--- config.mk ---
export PLATFORM = sky130hd
export DESIGN_NAME = fetch_unit
export DESIGN_NICKNAME = d
export VERILOG_FILES = /design/src/rtl/cpu_pkg.sv /design/src/rtl/fetch_buffer.sv /design/src/rtl/fetch_unit.sv
export SDC_FILE = /design/constraint.sdc
export NUM_CORES = 1
export LEC_CHECK = 0
export ABC_AREA = 1
export CAP_MARGIN = 25
export CORE_ASPECT_RATIO = 0.5
export CORE_MARGIN = 3
export CORE_UTILIZATION = 56
export CTS_CLUSTER_DIAMETER = 150
export DETAILED_ROUTE_END_ITERATION = 7
export PLACE_DENSITY = 0.82
export SYNTH_ARGS = -nofsm -noshare
export SYNTH_HDL_FRONTEND = slang
export SYNTH_HIERARCHICAL = 1
export SYNTH_SLANG_ARGS = --single-unit
--- constraint.sdc ---
create_clock -name clk -period 6.7 [get_ports clk]
set_clock_uncertainty 0.05 [all_clocks]
set_input_delay 2.01 -clock clk [delete_from_list [all_inputs] [get_ports clk]]
set_output_delay 2.01 -clock clk [all_outputs]
set_load 0.05 [all_outputs]
--- src/rtl/cpu_pkg.sv ---
// Shared definitions for the 16-bit datapath: widths, fetch FSM states and
// the opcode fields that fetch and decode both need to agree on.
package cpu_pkg;

   localparam int CPU_ADDR_W = 16;
   localparam int INSTR_W    = 16;

   typedef enum logic {
      FETCH   = 1'b0,
      DISCARD = 1'b1
   } fetch_state_t;

   localparam logic [3:0] OP_LOADSTORE = 4'b0100;
   localparam logic [3:0] OP_BCOND     = 4'b1100;

   localparam logic [3:0] EXT_LOAD  = 4'b0000;
   localparam logic [3:0] EXT_STOR  = 4'b0100;
   localparam logic [3:0] EXT_JCOND = 4'b1100;
   localparam logic [3:0] EXT_JAL   = 4'b1000;

   function automatic logic [3:0] instr_opcode(input logic [INSTR_W-1:0] instr);
      return instr[15:12];
   endfunction

   function automatic logic [3:0] instr_ext(input logic [INSTR_W-1:0] instr);
      return instr[7:4];
   endfunction

   // Anything that can make execute raise a redirect back into fetch
   function automatic logic is_control_flow(input logic [INSTR_W-1:0] instr);
      logic [3:0] op;
      logic [3:0] ext;
      op  = instr_opcode(instr);
      ext = instr_ext(instr);
      return (op == OP_BCOND) ||
             ((op == OP_LOADSTORE) && ((ext == EXT_JCOND) || (ext == EXT_JAL)));
   endfunction

endpackage

--- src/rtl/fetch_buffer.sv ---
// Small synchronous FIFO holding fetched {instr, pc} entries. Flush overrides
// push and pop; the head is kept in a register so it holds when the FIFO drains.
module fetch_buffer #(
   parameter int DEPTH = 2,
   parameter int WIDTH = 32
) (
   input  logic                    clk,
   input  logic                    reset,
   input  logic                    push,
   input  logic                    pop,
   input  logic                    flush,
   input  logic [WIDTH-1:0]        wdata,
   output logic [WIDTH-1:0]        rdata,
   output logic                    full,
   output logic                    empty,
   output logic [$clog2(DEPTH):0]  count
);

   localparam int PTR_W = $clog2(DEPTH);
   localparam int CNT_W = PTR_W + 1;

   logic [WIDTH-1:0] mem [DEPTH];
   logic [PTR_W-1:0] rd_ptr;
   logic [PTR_W-1:0] wr_ptr;
   logic [PTR_W-1:0] rd_ptr_nxt;
   logic [CNT_W-1:0] remain;
   logic [CNT_W-1:0] count_nxt;
   logic             do_push;
   logic             do_pop;
   logic [WIDTH-1:0] head_nxt;

   assign full  = (count == CNT_W'(DEPTH));
   assign empty = (count == '0);

   // When the pop leaves nothing behind, the incoming word becomes the head
   always_comb begin
      do_pop     = pop && !empty;
      do_push    = push && (!full || do_pop);
      remain     = count - CNT_W'(do_pop);
      count_nxt  = remain + CNT_W'(do_push);
      rd_ptr_nxt = rd_ptr + PTR_W'(do_pop);
      head_nxt   = (remain == '0) ? wdata : mem[rd_ptr_nxt];
   end

   always_ff @(posedge clk) begin
      if (reset || flush) begin
         rd_ptr <= '0;
         wr_ptr <= '0;
         count  <= '0;
      end else begin
         if (do_push) begin
            wr_ptr <= wr_ptr + PTR_W'(1);
         end
         rd_ptr <= rd_ptr_nxt;
         count  <= count_nxt;
      end
   end

   always_ff @(posedge clk) begin
      if (do_push && !flush && !reset) begin
         mem[wr_ptr] <= wdata;
      end
   end

   always_ff @(posedge clk) begin
      if (reset) begin
         rdata <= '0;
      end else if (!flush && (count_nxt != '0)) begin
         rdata <= head_nxt;
      end
   end

endmodule

--- src/rtl/fetch_unit.sv ---
// Instruction fetch stage: owns the PC, issues single outstanding word reads
// and hands buffered instructions with their PC to decode.
module fetch_unit
   import cpu_pkg::*;
#(
   parameter int                ADDR_W    = CPU_ADDR_W,
   parameter logic [ADDR_W-1:0] RESET_PC  = '0,
   parameter int                BUF_DEPTH = 2
) (
   input  logic               clk,
   input  logic               reset,
   output logic               mem_req,
   output logic [ADDR_W-1:0]  mem_addr,
   input  logic               mem_ack,
   input  logic [INSTR_W-1:0] mem_rdata,
   input  logic               redirect_valid,
   input  logic [ADDR_W-1:0]  redirect_pc,
   output logic               instr_valid,
   input  logic               instr_ready,
   output logic [INSTR_W-1:0] instr_out,
   output logic [ADDR_W-1:0]  instr_pc
);

   localparam int CNT_W   = $clog2(BUF_DEPTH) + 1;
   localparam int ENTRY_W = INSTR_W + ADDR_W;

   fetch_state_t      state;
   fetch_state_t      state_nxt;
   logic [ADDR_W-1:0] pc;
   logic [ADDR_W-1:0] stale_addr;
   logic              fetch_done;
   logic              buf_push;
   logic              buf_pop;
   logic              buf_full;
   logic              buf_empty;
   logic [CNT_W-1:0]  buf_count;
   logic [ENTRY_W-1:0] buf_rdata;

   always_ff @(posedge clk) begin
      if (reset) begin
         state <= FETCH;
      end else begin
         state <= state_nxt;
      end
   end

   // A redirect while a read is in flight must wait out that read before refetching
   always_comb begin
      state_nxt = state;
      case (state)
         FETCH: begin
            if (redirect_valid && mem_req && !mem_ack) begin
               state_nxt = DISCARD;
            end
         end
         DISCARD: begin
            if (mem_ack) begin
               state_nxt = FETCH;
            end
         end
         default: state_nxt = FETCH;
      endcase
   end

   // Request only with a free slot as of this cycle, so a push never overflows
   always_comb begin
      mem_req  = 1'b0;
      mem_addr = (state == DISCARD) ? stale_addr : pc;
      if (!reset) begin
         case (state)
            FETCH:   mem_req = (buf_count < CNT_W'(BUF_DEPTH));
            DISCARD: mem_req = 1'b1;
            default: mem_req = 1'b0;
         endcase
      end
   end

   assign fetch_done = mem_req && mem_ack && (state == FETCH);
   assign buf_pop    = instr_valid && instr_ready && !redirect_valid;
   assign buf_push   = fetch_done && !redirect_valid && (!buf_full || buf_pop);

   always_ff @(posedge clk) begin
      if (reset) begin
         pc         <= RESET_PC;
         stale_addr <= RESET_PC;
      end else begin
         if (redirect_valid) begin
            pc <= redirect_pc;
         end else if (buf_push) begin
            pc <= pc + ADDR_W'(1);
         end
         if ((state == FETCH) && (state_nxt == DISCARD)) begin
            stale_addr <= pc;
         end
      end
   end

   fetch_buffer #(
      .DEPTH (BUF_DEPTH),
      .WIDTH (ENTRY_W)
   ) u_buffer (
      .clk   (clk),
      .reset (reset),
      .push  (buf_push),
      .pop   (buf_pop),
      .flush (redirect_valid),
      .wdata ({mem_rdata, pc}),
      .rdata (buf_rdata),
      .full  (buf_full),
      .empty (buf_empty),
      .count (buf_count)
   );

   assign instr_valid = !buf_empty;
   assign instr_out   = buf_rdata[ENTRY_W-1:ADDR_W];
   assign instr_pc    = buf_rdata[ADDR_W-1:0];

endmodule

==> flow_summary_export.csv <==
group,metric,value,unit
outcome,run_status,"finished, final reports clean",
flow_run,drv_cap,0,
floorplanning,dieWidth,163.0,um
cells_and_area,num-nets-final,919,
route,postRouteAntennaNets,0,
critical_path,end_kind,"output port",
cells_and_area,final_cells,1051,
place,dpl_cell_area,0.007686,mm^2
route,viasPerCell,5.618,
grt,grt_max_degree,35,
route,drc_errors,0,
sta,setup_viol,0,
yosys,async_flop_share,0,%
yosys,postSynthAreaPerCell,8.519,um^2
yosys,post_synth_num_cell_types,37,
sta,relSlewSlack,33.78,%
grt,antenna_found_initial,0,
yosys,synthTopCellsByCount,"206 x nand2_1, 101 x nand3_1, 74 x inv_1",
yosys,synth_edf_count,64,
place,dp_hpwl,10.85,mm
yosys,synthFlopType,"dfxtp_1",
sta,min_period_over_period,84.69,%
place,pre_cts_ws,1.025,ns
floorplanning,design.die.area,0.01377,mm^2
floorplanning,start_util,60.08,%
yosys,ys_ff_latch,133,
yosys,postSynthCellCount,810,
clock_tree,holdBufCountCts,0,
grt,overflow,0,
cells_and_area,num-fill-cells,907,
clock_tree,cts.sink_count,133,
critical_path,critPathRequiredTime,4.64,ns
yosys,synth_top_area_share,27.85,%
critical_path,crit_path_start_kind,"input port",
clock_tree,cts_resized,0,
sta,period_needed,5.674,ns
place,place_congestion,0.8685,
sta,slew_violations,0,
grt,grt_pass1_wl,28.96,mm
sta,hold_slack,0.3964,ns
clock_tree,cts_root_buf,"clkbuf_16",
place,post-place-cells,1019,
grt,grtUsageTotal,26.51,%
clock_tree,cts_tree,"built",
cells_and_area,fin_area,0.008274,mm^2
yosys,yosysSeqAreaShare,47.87,%
route,vias,5904,
yosys,synthesis.nets,850,
sta,setup_ws,1.026,ns
critical_path,arrival,3.61,ns
sta,worst_slew_pin_slew,0.9922,ns
route,finalWirelength,17.91,mm
route,dr.first_iter.drc_count,673,
sta,tns,0,ns
floorplanning,die_h,84.49,um
yosys,synth.most_common_cell,"nand2_1",
floorplanning,io-pin-count,87,
yosys,ys_warn_count,6,
power_and_ir_drop,leakagePower,3.250,nW
cells_and_area,n_antenna_cell,0,
sta,hold_viol_final,0,
yosys,synth_top_cells_by_area,"edfxtp_1 28%, dfxtp_1 20%, nand2_1 11%",
sta,fmax,176.2,MHz
yosys,yosysTopAreaCell,"edfxtp_1",
cells_and_area,synthToLayoutAreaGrowth,19.91,%
critical_path,path_max_fanout,10,
clock_tree,clockBufferDepth,2,
power_and_ir_drop,peakVddDrop,196.5,uV
power_and_ir_drop,p_per_area,250.2,mW/mm^2
clock_tree,path_clk_slew,0.06,ns
yosys,syn-cell-area,0.006900,mm^2
floorplanning,design.core.area,0.01149,mm^2
place,port_buffers,86,
clock_tree,post_cts_buffers,0,
route,drt-pass1-iter-count,5,
grt,grt_pass1_vias,5733,
sta,rsz0062_at_grt,"false",
critical_path,worstSetupPathType,"input port to output port",
clock_tree,htree_levels,4,
route,wl_per_cell,17.04,um
clock_tree,clock_latency,0.42,ns
worst_hold_path,hold_path.class,"flop to flop",
cells_and_area,drive_gt1_share,20.52,%
clock_tree,cts_buffers,17,
floorplanning,num_rows,27,
## state kept, by name (all words and copies together), names as in the netlist
register	cells
pc	16
stale_addr	16
state	1
u_buffer/count	2
u_buffer/mem	64
u_buffer/rd_ptr	1
u_buffer/rdata	32
u_buffer/wr_ptr	1
## per-layer routing
metal  part of all wire (%)  up-vias  routed length [um]  global-route usage (%)
met5                      0        -                   0                       0
met4                    1.3        0                 238                   7.905
met3                    9.1       34                1624                   5.766
met2                     47      328                8387                   43.83
met1                     43     2758                7656                   35.27
li1                       -     2784                   -                       -
## final cells by class
cell class / instances / area (um^2) / share of cell area, %
clock buffer: 18 / 450.4 / 5.444
clock inverter: 14 / 137.6 / 1.663
inverter: 83 / 315.3 / 3.811
multi-input combinational: 550 / 2935 / 35.48
sequential: 133 / 3303 / 39.92
tap: 159 / 198.9 / 2.404
timing repair buffer: 94 / 933.4 / 11.28
## layout by cell type, fill, tap and decap left out, types with 30 or more instances in the layout
master	count
nor2_2	31
inv_1	74
nand3_2	33
nor2_1	34
edfxtp_1	64
clkdlybuf4s50_1	86
nand2_1	206
a21oi_2	31
nand3_1	101
dfxtp_1	69
a21oi_1	33
nand2_2	30
## worst max-delay path: stages
cell and delay, ns:
clkdlybuf4s50_1 0.43, inv_2 0.18, nand2_2 0.13, inv_1 0.07, clkdlybuf4s50_1 0.79
## logic make-up (layout without fill, tap and decap cells)
| logic type | count (synthesis) | after routing | synth area share (%) |
|---|---|---|---|
| fa+ha+maj | 3 | 3 | 0.5440 |
| compound gates | 94 | 94 | 8.613 |
| xor+xnor | 3 | 3 | 0.3808 |
| flops | 133 | 133 | 47.87 |
| simple gates | 449 | 449 | 32.75 |
| buf+inv | 127 | 209 | 9.701 |
| mux | 1 | 1 | 0.1451 |
## through the flow
step | power, mW | utilization, %
final | 2.070 | 72.04
after global routing | 2.138 | 72.04
after CTS | 2.075 | 72.04
after detailed placement | 1.152 | 66.92
after global placement | 1.148 | 66.92
after floorplan | 1.070 | -
## worst paths after layout
| kind | start | end | slack [ns] | depth (start not counted) |
|---|---|---|---|---|
| setup / recovery | reset | mem_req | 1.03 | 5 |
| setup reg to reg | state | u_buffer/rdata[7] | 3.09 | 15 |
| hold reg to reg | stale_addr[4] | stale_addr[4] | 0.40 | 2 |
| hold / removal | stale_addr[4] | stale_addr[4] | 0.40 | 2 |
## power breakdown
group          internal, mW  switching, mW
Combinational        0.0833          0.154
Clock                 0.543          0.388
Sequential            0.874         0.0286
Note: power is estimated with default switching activity, not from simulation.
